File: src/rtl/mul_div_unit.sv
// Iterative RV32M multiply/divide unit: one result bit per cycle. Shift-add is
// used for multiply and restoring division for divide, so latency is fixed.
module mul_div_unit #(
  parameter int XLEN  = 32,
  parameter int CNT_W = $clog2(XLEN)
) (
  input  logic            clk,
  input  logic            rst_n,
  input  logic            start,
  input  logic [2:0]      func3,
  input  logic [XLEN-1:0] rs1,
  input  logic [XLEN-1:0] rs2,
  output logic            busy,
  output logic            done,
  output logic [XLEN-1:0] result
);

  typedef enum logic [1:0] {ST_IDLE, ST_PREP, ST_CALC, ST_DONE} state_t;

  state_t              state, state_next;
  logic [2:0]          op;
  logic [XLEN-1:0]     opa, opb;
  logic [XLEN-1:0]     mag;
  logic [2*XLEN-1:0]   acc;
  logic [CNT_W-1:0]    counter;
  logic                neg_q, neg_r;
  logic                special;
  logic [XLEN-1:0]     special_val;

  logic                is_div, last;
  logic                a_signed, b_signed, a_neg, b_neg;
  logic [XLEN-1:0]     a_abs, b_abs;
  logic                div_zero, overflow;
  logic [XLEN-1:0]     special_next;
  logic [XLEN:0]       add_sum, shifted, diff;
  logic [2*XLEN-1:0]   acc_step, prod_fix;
  logic [XLEN-1:0]     quo_fix, rem_fix, final_val;

  assign is_div = op[2];
  assign last   = (counter == CNT_W'(XLEN-1));

  // Operand sign handling and special-case detection used by PREP.
  always_comb begin
    a_signed     = (op == 3'b000) || (op == 3'b001) || (op == 3'b010) ||
                   (op == 3'b100) || (op == 3'b110);
    b_signed     = (op == 3'b000) || (op == 3'b001) ||
                   (op == 3'b100) || (op == 3'b110);
    a_neg        = a_signed && opa[XLEN-1];
    b_neg        = b_signed && opb[XLEN-1];
    a_abs        = a_neg ? -opa : opa;
    b_abs        = b_neg ? -opb : opb;
    div_zero     = (opb == '0);
    overflow     = !op[0] && (opa == {1'b1, {(XLEN-1){1'b0}}}) && (opb == '1);
    special_next = '0;
    if (div_zero)
      special_next = op[1] ? opa : '1;
    else if (overflow)
      special_next = op[1] ? '0 : opa;
  end

  // One iteration: multiply adds into the upper half and shifts right; divide
  // shifts the dividend bit into the remainder and keeps the trial difference
  // whenever it does not go negative.
  always_comb begin
    add_sum  = {1'b0, acc[2*XLEN-1:XLEN]} + {1'b0, (acc[0] ? mag : {XLEN{1'b0}})};
    shifted  = {acc[2*XLEN-1:XLEN], acc[XLEN-1]};
    diff     = shifted - {1'b0, mag};
    acc_step = {add_sum, acc[XLEN-1:1]};
    if (is_div) begin
      if (!diff[XLEN])
        acc_step = {diff[XLEN-1:0], acc[XLEN-2:0], 1'b1};
      else
        acc_step = {shifted[XLEN-1:0], acc[XLEN-2:0], 1'b0};
    end
    prod_fix = neg_q ? -acc_step : acc_step;
    quo_fix  = neg_q ? -acc_step[XLEN-1:0] : acc_step[XLEN-1:0];
    rem_fix  = neg_r ? -acc_step[2*XLEN-1:XLEN] : acc_step[2*XLEN-1:XLEN];
    case (op)
      3'b000:          final_val = prod_fix[XLEN-1:0];
      3'b001, 3'b010,
      3'b011:          final_val = prod_fix[2*XLEN-1:XLEN];
      3'b100, 3'b101:  final_val = quo_fix;
      default:         final_val = rem_fix;
    endcase
    if (special)
      final_val = special_val;
  end

  always_comb begin
    state_next = state;
    busy       = (state != ST_IDLE);
    done       = (state == ST_DONE);
    case (state)
      ST_IDLE: if (start) state_next = ST_PREP;
      ST_PREP: state_next = ST_CALC;
      ST_CALC: if (last) state_next = ST_DONE;
      default: state_next = ST_IDLE;
    endcase
  end

  always_ff @(posedge clk or negedge rst_n) begin
    if (!rst_n) begin
      state       <= ST_IDLE;
      op          <= '0;
      opa         <= '0;
      opb         <= '0;
      mag         <= '0;
      acc         <= '0;
      counter     <= '0;
      neg_q       <= 1'b0;
      neg_r       <= 1'b0;
      special     <= 1'b0;
      special_val <= '0;
      result      <= '0;
    end else begin
      state <= state_next;
      case (state)
        ST_IDLE: begin
          if (start) begin
            op  <= func3;
            opa <= rs1;
            opb <= rs2;
          end
        end
        ST_PREP: begin
          // Divide keeps the divisor in mag and the dividend in the low half.
          mag         <= is_div ? b_abs : a_abs;
          acc         <= {{XLEN{1'b0}}, (is_div ? a_abs : b_abs)};
          neg_q       <= a_neg ^ b_neg;
          neg_r       <= a_neg;
          special     <= is_div && (div_zero || overflow);
          special_val <= special_next;
          counter     <= '0;
        end
        ST_CALC: begin
          acc     <= acc_step;
          counter <= counter + 1'b1;
          if (last)
            result <= final_val;
        end
        default: ;
      endcase
    end
  end

endmodule

File: config.mk
export PLATFORM = sky130hd
export DESIGN_NAME = mul_div_unit
export DESIGN_NICKNAME = d
export VERILOG_FILES = /design/src/rtl/mul_div_unit.sv
export SDC_FILE = /design/constraint.sdc
export NUM_CORES = 1
export LEC_CHECK = 0
export ABC_AREA = 1
export CAP_MARGIN = 20
export CORE_MARGIN = 2
export CORE_UTILIZATION = 32
export DETAILED_ROUTE_END_ITERATION = 8
export PLACE_DENSITY_LB_ADDON = 0.2
export SLEW_MARGIN = 20
export SYNTH_ARGS = -nofsm -noshare
export SYNTH_HDL_FRONTEND = slang
export SYNTH_SLANG_ARGS = --single-unit
File: constraint.sdc
create_clock -name clk -period 3.6 [get_ports clk]
set_input_delay 0.72 -clock clk [delete_from_list [all_inputs] [get_ports clk]]
set_output_delay 0.72 -clock clk [all_outputs]
set_load 0.02 [all_outputs]
# Word level (Yosys, flattened, before mapping)
# Index checks and enable logic that the tools add are counted.
[classes]
n_addsub = 8
multipliers = 0
n_div = 0
n_lt_le_gt_ge = 0
eq_ne = 14
shift = 0
muxes = 21
bitwise_logic = 1
n_reduce_logical = 23
[op_table]
columns = ["op", "count"]
rows = [
  ["32-bit 2-to-1 mux", 12],
  ["64-bit 2-to-1 mux", 3],
  ["32-bit negation", 4],
  ["64-bit one-hot mux with 2 select lines", 1],
  ["32-bit one-hot mux with 3 select lines", 1],
  ["32-bit equality test, second input constant", 2],
  ["64-bit negation", 1],
  ["32-bit by 32-bit adder with 33-bit output", 1],
  ["33-bit by 32-bit subtractor with 33-bit output", 1],
  ["32-bit logical NOT", 1],
  ["5-bit one-hot mux with 2 select lines", 1],
  ["3-bit equality test, second input constant", 3],
  ["1-bit logical OR", 7],
  ["3-bit by 2-bit equality test with 1-bit output, second input constant", 2],
  ["2-bit one-hot mux with 3 select lines", 1],
  ["2-bit AND reduction", 3],
  ["5-bit by 1-bit adder with 5-bit output, second input constant", 1],
  ["5-bit equality test, second input constant", 1],
  ["1-bit logical AND", 5],
  ["2-bit equality test, second input constant", 2],
  ["2-bit 2-to-1 mux", 2],
  ["2-bit != test, second input constant", 2],
  ["2-bit nonzero test", 2],
  ["3-bit by 1-bit equality test with 1-bit output, second input constant", 1],
  ["7 further kinds", 7],
]
[word_totals]
ff_bits = 237
latchBits = 0
mem_bits_rw = 0
rom_bits = 0
wordCells = 79
memories = 0

# Depth between registers and ports, before layout
# Gate-level depths: netlist (run 1).
[depth]
word_depth = 9
depth_mapped = 36
depth_no_buf = 36

# Worst setup path after synthesis (run 1)
# Ideal clock, no wire load.
[synth_timing]
kind = "flip-flop to flip-flop"
from = "register acc[31]"
to = "register result[30]"
arrival_ns = 3.789
slack_ns = -0.306
stages_incl_launch_ff = 34
path_buffers = 0
cell_sequence = "dfrtp_1 inv_1 ha_1 inv_1 fa_1 nand2_1 nand2_1 nand3_1 nand2_2 nand2_1 nand2_2 nand2_4 nand2_4 nand2_4 nand2_4 nand2_2 nand2_2 inv_2 ha_1 nand3_1 nor2_1 nand2_1 nor2_2 nand2_1 nor2_2 nand3_1 nor4_1 nand4_1 nand2_1 nand3_1 nand3_1 nand4_1 nand2_1 nand2_1"
[synth_via]
elab_chain_cells = 7
word_cells_on_any_way = 11
classes_between = "add/sub (4); mux (7)"
[synth_lines]
columns = ["item", "line", "rtl"]
rows = [
  ["start, declared", "24", "logic [2*XLEN-1:0] acc;"],
  ["start signal, assigned", "128", "acc <= {{XLEN{1'b0}}, (is_div ? a_abs : b_abs)};"],
  ["start signal, assigned", "136", "acc <= acc_step;"],
  ["33-bit by 32-bit subtractor with 33-bit output", "67", "diff = shifted - {1'b0, mag};"],
  ["64-bit 2-to-1 mux", "70", "if (!diff[XLEN])"],
  ["64-bit 2-to-1 mux *", "69", "if (is_div) begin"],
  ["64-bit negation, or another cell as far along", "75", "prod_fix = neg_q ? -acc_step : acc_step;"],
  ["64-bit 2-to-1 mux, or another cell as far along", "75", ""],
  ["32-bit one-hot mux with 3 select lines *", "78", "case (op)"],
  ["32-bit 2-to-1 mux *", "85", "if (special)"],
  ["end signal, assigned", "139", "result <= final_val;"],
  ["end, declared", "15", "output logic [XLEN-1:0] result"],
]
# Mark *: on every way between the ends. The rest lies on a longest branch, timed or not.
# A chain may end at the register's enable or synchronous reset.

# Worst setup path after layout (run 1)
[layout_timing]
from = "register acc[31]"
to = "register result[22]"
# The elaborated chain is that of the path after synthesis.

==> flow_summary.ini, run 1 <==
[finish]
seqCellArea_um2 = 5940
nFillCells = 6761
final_common_cell = nand2_1
final_cell_mix = nand2_1, buf_4, inv_1
drive_gt1_share_pct = 22.3
area_growth_pct = 36.1
final_cell_area_um2 = 28200
final_nets = 3915
final_util_pct = 43.9
multiInputGateArea_um2 = 13500

[setup_path]
max_stage_delay_ns = 0.39
cp.required_ns = 4.13
setup.worst_path.class = reg -> reg
cpLargestDelayFamily = simple AND/OR/NAND/NOR gates
r2r_start = acc[31]$_DFFE_PN0P_
path_max_fanout = 5
r2r_end = result[22]$_DFFE_PN0P_
r2r_setup_slack_ns = -0.50
cp-end-kind = register
arrival_ns = 4.63
rr_worst_depth = 35
cp-start-kind = register
crit_buf_inv = 4
critPathSlowestCell = fa_2

[clock_network]
clk_latency_ns = 0.61
h-tree-depth = 1
clockRootBuffer = clkbuf_16
cts_num_sinks = 237
path_clk_slew_ns = 0.06
cts_inserted_buffers = 29
cts_tree = done
clockBufferDepth = 3

[status]
outcome = finished with violations
violations = setup timing

[run]
max-cap-violations = 0

[timing]
slew_violations = 0
setup_ws_ns = -0.500
rsz0062_at_grt = true
tightest_slew_ns = 0.879
fin_crit_ns = 4.10
setup_viol = 31
fin_skew_ns = 0.0204
finalHoldViolations = 0
max_freq_mhz = 244
slew_headroom_pct = 41.4
min_period_over_period_pct = 114
hold_ws_ns = 0.0685

[route]
vias_per_cell = 5.15
dr.pass1.iters = 6
drt-total-wl_mm = 96.8
vias = 24000
ant_nets = 0
drtIter0Drc = 2304
drc = 0
wire_per_inst_um = 20.8

[placed_design]
port-buffer-count = 103
placed_area_um2 = 26000
dp_hpwl_mm = 78.9
place.gp.congestion = 0.994
pre_cts_ws_ns = -0.445

[grt]
grt_max_degree = 78
grt_pass1_vias = 22500
antenna_found_initial = 10
track_usage_pct = 28.6
overflow = 0
grt_pass1_wl_mm = 143

[logic_synthesis]
synth_cell_types = 58
synth_ff_type = dfrtp_1
yosys.area.top_type = dfrtp_1
syn-num-nets = 3390
synth_edf_count = 0
yosysSeqAreaShare_pct = 28.7
ys_ff_latch = 237
synth_area_leaders = dfrtp_1, nand2_1, inv_1
netlist_instances = 3243
synth_top_area_share_pct = 28.7
async_reset_ff_share_pct = 100
ys_warn_count = 0
synth_area_um2 = 20700
syn_avg_cell_area_um2 = 6.38

[floorplanning]
ios = 104
die_w_um = 258
die_h_um = 258
fp.coreArea_um2 = 64100
die-area_um2 = 66700
num_rows = 93
start_util_pct = 32.3

[min_path]
hp-class = in -> async
[final cells by class]
type / count / area share [%]
diodes: 3 / 0.0267
clock buffers: 38 / 2.95
clock inverters: 15 / 0.658
inverters: 435 / 5.82
multi-input cells: 2455 / 47.9
flip-flops and latches: 237 / 21.1
well taps: 855 / 3.80
repair buffers: 610 / 17.8
[kinds of logic after synthesis]
logic type | synth area share, %
xor gates and xnor gates | 4.40
adders and majority gates | 4.73
AOI/OAI and AO/OA | 14.4
and+or+nand+nor | 35.5
buffers and inverters | 10.4
DFF | 28.7
muxes | 1.85
[registers in the layout (all words and copies together), names as in the netlist]
| signal | cells |
|---|---|
| acc | 64 |
| mag | 32 |
| opa | 32 |
| opb | 32 |
| result | 32 |
| special_val | 32 |
| counter | 5 |
| op | 3 |
| state | 2 |
| neg_q | 1 |
| neg_r | 1 |
| special | 1 |
[stage by stage]
step | TNS [ns] | std cells
6_report | -8.59 | 4648
5_1_grt | -14.74 | 4645
4_1_cts | -4.46 | 4633
3_5_place_dp | -9.65 | 4556
3_3_place_gp | -8.29 | 4556
2_1_floorplan | -1.06 | 3243
[how the worst max path moves through the flow]
stage | start | to | slack (ns) | cells past startpoint
2_1_floorplan | acc[31]$_DFFE_PN0P_ | result[6]$_DFFE_PN0P_ | -0.12 | 33
3_3_place_gp | acc[31]$_DFFE_PN0P_ | result[28]$_DFFE_PN0P_ | -0.38 | 35
3_5_place_dp | acc[31]$_DFFE_PN0P_ | result[28]$_DFFE_PN0P_ | -0.45 | 35
4_1_cts | acc[31]$_DFFE_PN0P_ | result[28]$_DFFE_PN0P_ | -0.30 | 35
5_1_grt | acc[31]$_DFFE_PN0P_ | result[22]$_DFFE_PN0P_ | -0.71 | 35
6_report | acc[31]$_DFFE_PN0P_ | result[22]$_DFFE_PN0P_ | -0.50 | 35
[layer usage]
metal / GRT usage, % / vias to the layer above / routed length [µm]
li1: - / 11600 / -
met1: 39.9 / 11200 / 42300
met2: 43.9 / 1004 / 41700
met3: 4.30 / 207 / 7960
met4: 11.8 / 0 / 4840
met5: 0 / - / 0
[cells in the mapped netlist (17+ instances only)]
cell and number:
clkbuf_1 79, nand2_2 31, mux2_2 34, a22oi_1 21
nand2_1 958, nand3_1 230, xnor2_1 29, nor3_1 44
o221ai_1 35, nor2_1 332, o21ai_0 160, o21ai_1 17
o22ai_1 45, inv_1 418, nand3b_1 21, a21oi_1 179
nand4_1 49, nor2_2 17, ha_1 75, xor2_1 75
dfrtp_1 237
[repair_timing]
item	4_1_cts	5_1_grt
pin swaps	43	38
gates cloned	1	0
buffers inserted	23	12
gates resized for setup	150	51
endpoints found under the setup margin	31	32
hold buffers	0	0
Power of run 1 is not shown: default switching activity piles up to over one toggle a cycle in this logic, so the estimate is an artifact.
==> run 2, diff against run 1 <==
- CORE_UTILIZATION: 32 -> 30
==> flow_summary.ini, run 2 (same netlist as run 1, synthesis figures left out) <==
[setup_path]
worst_path_most_repeated_cell = nand2_2
path_max_fanout = 3
rr_worst_depth = 35
critPathSlowestCell = dfrtp_1
crit_start = acc[31]$_DFFE_PN0P_
setup.worst_path.end = result[2]$_DFFE_PN0P_
setup.worst_path.class = reg -> reg
max_stage_delay_ns = 0.37
arrival_ns = 4.50
cpLargestDelayFamily = simple AND/OR/NAND/NOR gates
cp_num_cells = 35
r2r_end = result[2]$_DFFE_PN0P_
crit_buf_inv = 5
r2r_start = acc[31]$_DFFE_PN0P_
cp-end-kind = register
cp.required_ns = 4.11
r2r_setup_slack_ns = -0.39
cp-start-kind = register

[finish]
largest_register_ffs = 64
area_growth_pct = 38.0
final_cell_mix = nand2_1, buf_4, inv_1
seqCellArea_um2 = 5940
final_cell_area_um2 = 28500
multiInputGateArea_um2 = 13600
regMostFlops = acc
final_nets = 3940
nFillCells = 7302
drive_gt1_share_pct = 23.7
final_common_cell = nand2_1

[route]
wire_per_inst_um = 20.6
ant_nets = 0
drc = 0
vias = 24100
drtIter0Drc = 2363
drt-total-wl_mm = 96.9
dr.pass1.iters = 6
vias_per_cell = 5.12

[placed_design]
port-buffer-count = 103
place.gp.congestion = 0.974
placed_area_um2 = 26100
pre_cts_ws_ns = -0.500
dp_hpwl_mm = 78.6

[timing]
slew_violations = 0
rsz0062_at_grt = true
setup_viol = 30
tightest_slew_ns = 0.930
setup_ws_ns = -0.391
min_period_over_period_pct = 111
setup-tns-final_ns = -7.87
fin_crit_ns = 3.99
hold_ws_ns = 0.0693
fin_skew_ns = 0.0425
slew_headroom_pct = 38.0
max_freq_mhz = 251
finalHoldViolations = 0

[clock_network]
h-tree-depth = 1
cts_hold_buffers = 0
cts_inserted_buffers = 28
path_clk_slew_ns = 0.06
cts_num_sinks = 237
clockRootBuffer = clkbuf_16
cts_tree = done
clockBufferDepth = 3
clk_latency_ns = 0.62

[grt]
track_usage_pct = 26.7
antenna_found_initial = 8
grt_pass1_wl_mm = 143
overflow = 0
grt_pass1_vias = 22500
grt_max_degree = 79

[floorplanning]
ios = 104
die-area_um2 = 71000
die_h_um = 267
start_util_pct = 30.2
num_rows = 96
die_w_um = 267
fp.coreArea_um2 = 68500

[min_path]
hp-class = in -> async

[status]
violations = setup timing
outcome = finished with violations

[run]
max-cap-violations = 0
==> run 2: cell type report <==
class | instances | area share (%)
multi-input combinational | 2455 | 47.8
sequential | 237 | 20.8
timing repair buffer | 636 | 18.3
inverter | 435 | 5.73
tap | 882 | 3.87
clock buffer | 37 | 2.75
clock inverter | 14 | 0.793
antenna | 5 | 0.0438
==> run 2: how the worst min path moves through the flow <==
stage	start	end	slack, ns	cells past startpoint
5_1_grt	rst_n	opa[4]$_DFFE_PN0P_	0.12	1
2_1_floorplan	rst_n	acc[0]$_DFFE_PN0P_	0.42	0
4_1_cts	rst_n	opa[4]$_DFFE_PN0P_	0.09	1
3_5_place_dp	result[17]$_DFFE_PN0P_	result[17]$_DFFE_PN0P_	0.46	2
6_report	rst_n	opa[4]$_DFFE_PN0P_	0.07	1
3_3_place_gp	result[17]$_DFFE_PN0P_	result[17]$_DFFE_PN0P_	0.47	2
==> run 2: worst register-to-register path, delay by kind of cell (launching register included) <==
family | cells | cell delay, ns
buf+inv | 5 | 0.46
flops | 1 | 0.37
simple gates | 23 | 1.91
fa+ha+maj | 3 | 0.59
compound gates | 3 | 0.39
xor+xnor | 1 | 0.14
==> run 2: per-layer routing <==
| metal | wire [µm] | up-vias | global-route usage [%] |
|---|---|---|---|
| met5 | 0 | - | 0 |
| met4 | 5100 | 0 | 11.4 |
| met3 | 7560 | 215 | 4.08 |
| met2 | 41400 | 985 | 41.3 |
| met1 | 42800 | 11200 | 36.9 |
| li1 | - | 11600 | - |
==> run 2: through the flow <==
| step | instances | util (%) |
|---|---|---|
| 2_1_floorplan | 3243 | - |
| 3_3_place_gp | 4590 | 38.1 |
| 5_1_grt | 4696 | 41.7 |
| 3_5_place_dp | 4590 | 38.1 |
| 4_1_cts | 4668 | 40.6 |
| 6_report | 4701 | 41.7 |
==> run 2: timing repair <==
action	CTS	global route
gates resized for setup	139	117
pin swaps	38	47
setup endpoints to repair	32	34
setup buffers	27	27
cloned	0	1
Power of run 2 is left out for the same reason.
